<file path="config.mk">
export PLATFORM = sky130hd
export DESIGN_NAME = speed_meter
export DESIGN_NICKNAME = d
export VERILOG_FILES = /design/src/rtl/speed_meter.sv
export SDC_FILE = /design/constraint.sdc
export NUM_CORES = 1
export LEC_CHECK = 0
export CELL_PAD_IN_SITES_DETAIL_PLACEMENT = 1
export CELL_PAD_IN_SITES_GLOBAL_PLACEMENT = 1
export CORE_MARGIN = 8
export CORE_UTILIZATION = 41
export CTS_CLUSTER_SIZE = 12
export DETAILED_ROUTE_END_ITERATION = 16
export PLACE_DENSITY_LB_ADDON = 0.1
export REMOVE_ABC_BUFFERS = 1
export SYNTH_ARGS = -nofsm -noshare
export SYNTH_HDL_FRONTEND = slang
export SYNTH_SLANG_ARGS = --single-unit
export TNS_END_PERCENT = 1
</file>
<file path="constraint.sdc">
create_clock -name clk -period 4.6 [get_ports clk]
set_clock_uncertainty 0.1 [all_clocks]
set_input_delay 0.69 -clock clk [delete_from_list [all_inputs] [get_ports clk]]
set_output_delay 0.69 -clock clk [all_outputs]
set_load 0.05 [all_outputs]
</file>
<file path="src/rtl/speed_meter.sv">
`default_nettype none
// +------------------------------------------------------------------+
// | speed_meter: wheel speed from reed period via a shared divider   |
// | Revision: 1.0                                                    |
// +------------------------------------------------------------------+
module speed_meter #(
  parameter int               WIDTH       = 16,
  parameter int               WIDTH_SPEED = 12,
  parameter logic [WIDTH-1:0] CONST       = 16'h49BA,
  parameter int               MAX_SPEED   = 99,
  parameter int               AVG_LOG2    = 2,
  parameter logic [WIDTH-1:0] TIMEOUT     = 16'hFFFF
) (
  input  logic                   clk,
  input  logic                   rst,
  input  logic                   en,
  input  logic                   reed,
  input  logic [7:0]             circ,
  input  logic                   start,
  input  logic [1:0]             mode,
  input  logic                   clr_max,
  output logic [WIDTH_SPEED-1:0] speed,
  output logic                   valid,
  output logic [WIDTH-1:0]       dividend,
  output logic [WIDTH-1:0]       divisor,
  output logic                   div_req,
  input  logic                   Busy,
  input  logic                   Ready,
  input  logic [WIDTH-1:0]       dividerres
);

  localparam int                     DEPTH = 1 << AVG_LOG2;
  localparam int                     SW    = WIDTH_SPEED + AVG_LOG2;
  localparam logic [WIDTH-1:0]       MAX_W = WIDTH'(MAX_SPEED);
  localparam logic [WIDTH_SPEED-1:0] MAX_S = WIDTH_SPEED'(MAX_SPEED);

  typedef enum logic [2:0] {
    IDLE       = 3'd0,
    WAIT_FREE  = 3'd1,
    WAIT_BUSY  = 3'd2,
    WAIT_READY = 3'd3,
    UPDATE     = 3'd4
  } state_t;

  state_t                 state_q;
  logic                   reed_q;
  logic [WIDTH-1:0]       cnt_q, cnt_d, tim_q;
  logic                   stopped_q, stopped_d;
  logic [1:0]             mode_q;
  logic [WIDTH_SPEED-1:0] sample_q, max_q, max_d, speed_q, speed_d;
  logic [WIDTH_SPEED-1:0] buf_q [DEPTH];
  logic [AVG_LOG2-1:0]    wptr_q;
  logic [SW-1:0]          sum_q, sum_d;
  logic                   valid_q, div_req_q;
  logic [WIDTH-1:0]       dividend_q, divisor_q;
  logic                   w_reed_evt;
  logic [WIDTH+7:0]       w_prod;
  logic [WIDTH_SPEED-1:0] w_sat;

  assign w_reed_evt = reed & ~reed_q;
  assign w_prod     = {{WIDTH{1'b0}}, circ} * {8'd0, CONST};
  assign w_sat      = (dividerres > MAX_W) ? MAX_S : dividerres[WIDTH_SPEED-1:0];

  always_comb begin
    cnt_d = cnt_q;
    if (w_reed_evt)
      cnt_d = '0;
    else if (en && cnt_q != TIMEOUT)
      cnt_d = cnt_q + 1'b1;
    // A reed event zeroes cnt_d, so it also keeps stopped clear.
    stopped_d = w_reed_evt ? 1'b0 : (stopped_q | (cnt_d == TIMEOUT));

    sum_d = sum_q - SW'(buf_q[wptr_q]) + SW'(sample_q);
    max_d = max_q;
    if (clr_max)
      max_d = '0;
    else if (state_q == UPDATE && sample_q > max_q)
      max_d = sample_q;

    case (mode_q)
      2'd1:    speed_d = sum_d[SW-1:AVG_LOG2];
      2'd2:    speed_d = max_d;
      default: speed_d = sample_q;
    endcase
  end

  always_ff @(posedge clk) begin
    if (rst) begin
      state_q    <= IDLE;
      reed_q     <= 1'b0;
      cnt_q      <= '0;
      tim_q      <= '0;
      stopped_q  <= 1'b0;
      mode_q     <= '0;
      sample_q   <= '0;
      max_q      <= '0;
      speed_q    <= '0;
      wptr_q     <= '0;
      sum_q      <= '0;
      valid_q    <= 1'b0;
      div_req_q  <= 1'b0;
      dividend_q <= '0;
      divisor_q  <= '0;
      for (int i = 0; i < DEPTH; i++) buf_q[i] <= '0;
    end else begin
      reed_q    <= reed;
      cnt_q     <= cnt_d;
      stopped_q <= stopped_d;
      max_q     <= max_d;
      div_req_q <= 1'b0;
      if (w_reed_evt) tim_q <= cnt_q;

      case (state_q)
        IDLE: begin
          if (start) begin
            valid_q <= 1'b0;
            mode_q  <= mode;
            state_q <= WAIT_FREE;
          end
        end
        WAIT_FREE: begin
          if (stopped_q || tim_q == '0) begin
            sample_q <= '0;
            state_q  <= UPDATE;
          end else if (!Busy) begin
            dividend_q <= w_prod[WIDTH+7:8];
            divisor_q  <= tim_q;
            div_req_q  <= 1'b1;
            state_q    <= WAIT_BUSY;
          end
        end
        WAIT_BUSY: begin
          if (Busy) state_q <= WAIT_READY;
        end
        WAIT_READY: begin
          if (Ready) begin
            sample_q <= w_sat;
            state_q  <= UPDATE;
          end
        end
        UPDATE: begin
          buf_q[wptr_q] <= sample_q;
          wptr_q        <= wptr_q + 1'b1;
          sum_q         <= sum_d;
          speed_q       <= speed_d;
          valid_q       <= 1'b1;
          state_q       <= IDLE;
        end
        default: state_q <= IDLE;
      endcase
    end
  end

  assign speed    = speed_q;
  assign valid    = valid_q;
  assign dividend = dividend_q;
  assign divisor  = divisor_q;
  assign div_req  = div_req_q;

endmodule
`default_nettype wire

</file>
==> qor.csv, run 1 <==
stage;metric;value;unit
route;via_per_inst;5.30;
logic_synthesis;synth_edf_count;48;
grt;grt_pass1_vias;9109;
worst_setup_path;rr_worst_depth;12;
worst_setup_path;arrival;4.77;ns
floorplanning;num_io_pins;80;
clock_network;clk_pin_slew;0.07;ns
floorplanning;row_count;57;
timing;maxSlewViolCount;0;
clock_network;cts_hold_buf;0;
logic_synthesis;syn_area;0.0102;mm^2
grt;grt_usage;19.8;%
logic_synthesis;synth-main-ff-cell;dfxtp_1;
worst_setup_path;r2r-end;sum_q[13];
hold_path;holdPathEnd;divisor[12];
clock_network;cts_max_level;4;
placed_design;dp_hpwl;21900;um
timing;tightest_slew;0.940;ns
route;dr.pass1.iters;4;
floorplanning;die_w;174;um
timing;layout_min_cycle_time;4.49;ns
final_layout;diodes;0;
logic_synthesis;synthCells;1117;
pwr;power;4.89;mW
route;drtAntennaViolNets;0;
grt;antenna_found_initial;0;
clock_network;root_buffer;clkbuf_16;
worst_setup_path;worst-setup-path-type;in -> reg;
pwr;powerDensity;392;mW/mm^2
worst_setup_path;critPathLaunchType;input pin;
floorplanning;initial_core_util;41.9;%
grt;grt_overflow;0;
final_layout;drive_gt1_share;13.2;%
route;vias;8391;
route;drtIter0Drc;386;
floorplanning;die-area;0.0302;mm^2
clock_network;cts_tree;yes;
worst_setup_path;cpMostUsedCell;fa_1;
timing;finalSetupViolCount;0;
clock_network;cts_sinks;174;
job;drv_cap;0;
worst_setup_path;cp_max_fo;3;
pwr;p_leak;5.10;nW
timing;timing.final.crit_share;97.7;%
clock_network;clk-insertion-delay-late;0.45;ns
logic_synthesis;ys_types;75;
floorplanning;core-area;0.0244;mm^2
worst_setup_path;worstSetupEndpointType;flop;
final_layout;nNetsFinal;1395;
worst_setup_path;crit_chain;buf_6 > fa_1 > inv_1 > fa_1 > inv_2 > fa_1 > fa_1 > ha_4 > o21ai_4 > o211ai_1 > buf_4 > o2111ai_4 > a21oi_2 > o21ai_1 > or4_1 > nand3_1;
run_status;outcome;complete, no violations;
logic_synthesis;async_flop_share;0;%
pwr;peakVddDrop;0.286;mV
timing;whs;0.358;ns
timing;slew_headroom;37.2;%
worst_setup_path;critPathRequiredTime;4.88;ns
worst_setup_path;cpPeakStageDelay;0.55;ns
logic_synthesis;avgSynthCellArea;9.14;um^2
hold_path;hold_start;divisor[12];
route;drt_wl_total;29500;um
final_layout;synthToLayoutAreaGrowth;22.1;%
route;routed_wire_length_per_instance;18.7;um
worst_setup_path;reg2reg_setup_slack;0.58;ns
timing;max_freq;223;MHz
timing;timing.setup.tns;0;ns
placed_design;portBuffers;78;
hold_path;whs_path_depth;2;
placed_design;gp_congestion;0.812;
floorplanning;die_h;174;um
worst_setup_path;path_delay_family;adder cells;
timing;finalHoldViolations;0;
clock_network;cts_made_buffers;17;
logic_synthesis;synth.yosys.seq_area_share;38.8;%
grt;grt_max_degree;42;
worst_setup_path;cpMaxStageDelayCell;fa_1;
grt;grt_pass1_wl;48200;um
logic_synthesis;synth_seq_cells;174;
route;drc_errors;0;
final_layout;fill_cells;2839;
hold_path;hp-class;reg -> reg;
logic_synthesis;synth_warnings;0;
worst_setup_path;path_buf_inv;4;
clock_network;clk_path_buf_depth;2;
==> final cells by class <==
class,count,area [um^2],area share (%)
clock buffers,17,425,3.41
well taps,324,405,3.25
multi-input cells,758,5630,45.2
flip-flops and latches,174,3960,31.8
inverters,138,518,4.15
repair buffers,156,1360,10.9
clock inverters,15,161,1.29
==> flip-flops by register name, indices dropped and copies added (netlist names), 2 cells and up, named ones only <==
register	cells
sum_q	14
buf_q	48
speed	12
divisor	16
mode_q	2
state_q	3
cnt_q	16
tim_q	16
wptr_q	2
dividend	15
sample_q	12
max_q	12
==> logic make-up after synthesis <==
kind of cell / count (synthesis) / synth area share [%]
xor gates and xnor gates: 34 / 2.92
DFF: 174 / 38.8
other: 1 / 0.0367
buffers and inverters: 185 / 7.33
adders and majority gates: 116 / 16.9
and+or+nand+nor: 370 / 17.2
AOI/OAI and AO/OA: 218 / 13.4
muxes: 19 / 3.35
==> synth_stat cells (12+ instances only) <==
| cell type | instances | area [um^2] |
|---|---|---|
| a211oi_1 | 14 | 105 |
| a21oi_1 | 87 | 435 |
| and2_1 | 15 | 93.8 |
| and3_1 | 15 | 93.8 |
| clkbuf_1 | 33 | 124 |
| dfxtp_1 | 126 | 2520 |
| edfxtp_1 | 48 | 1440 |
| fa_1 | 37 | 741 |
| ha_1 | 79 | 988 |
| inv_1 | 138 | 518 |
| mux4_2 | 12 | 270 |
| nand2_1 | 125 | 469 |
| nand3_1 | 30 | 150 |
| nor2_1 | 103 | 387 |
| nor4_1 | 12 | 75.1 |
| o21ai_0 | 42 | 210 |
| xnor2_1 | 13 | 114 |
| xor2_1 | 21 | 184 |
==> worst min-delay path: cells and delay by family, from the launching register on <==
family	cells	cell delay, ns
flops	1	0.31
simple gates	1	0.05
compound gates	1	0.05
==> layer usage <==
metal	share of wire [%]	wire, um	global-route usage (%)
met4	1.5	446	5.09
met1	43	12800	23.7
met5	0	0	0
met3	3.8	1140	4.31
met2	51	15100	35.1
==> power by group <==
group	total (mW)	internal, mW	switching [mW]
combinational	1.77	0.833	0.940
sequential	1.65	1.62	0.0319
clock	1.47	0.734	0.734
total	4.89	3.19	1.71
==> cell usage in the layout, fill, tap and decap left out, types with 8 or more instances in the layout <==
master	instances
and3_1	15
nand2b_1	8
o211ai_1	8
a211oi_1	13
nand4_1	8
clkdlybuf4s50_1	69
nor2_1	103
xor2_1	21
inv_1	132
nand2_1	125
nor2b_1	9
nand3_1	30
xnor2_1	13
and2_1	15
edfxtp_1	48
nor4_1	12
o21ai_0	37
dfxtp_1	126
mux4_2	12
nor3_1	10
buf_4	79
fa_1	36
clkbuf_16	17
ha_1	73
a21oi_1	84
a31oi_1	10
==> timing repair <==
action	4_1_cts	5_1_grt
setup buffers	6	6
pin swaps	16	27
gates resized for setup	21	42
endpoints found under the setup margin	11	11
==> how the worst max path moves through the flow <==
stage,start,end,slack (ns),depth (start not counted)
6_report,circ[7],dividend[8],0.11,16
2_1_floorplan,circ[5],dividend[13],-0.08,13
3_3_place_gp,circ[5],dividend[13],-0.83,14
3_5_place_dp,circ[5],dividend[13],-1.00,14
5_1_grt,circ[7],dividend[8],-0.005,16
4_1_cts,circ[5],dividend[11],0.008,17
==> stage by stage <==
stage	utilization (%)	setup WS [ns]	std cells	area, um^2
after floorplan	-	-0.0813	1070	9980
after global placement	47.9	-0.833	1540	11700
after detailed placement	47.9	-1.00	1540	11700
after CTS	50.7	0.00778	1578	12400
after global routing	51.1	-0.00477	1582	12500
final	51.1	0.107	1582	12500
No activity file was read; power rests on OpenSTA's default activity.
==> run 2: changes to the inputs <==
Settings changed: SLEW_MARGIN from default to 20.
==> results of run 2 <==
The final DEF is identical to that of run 1; final timing and power are the same.
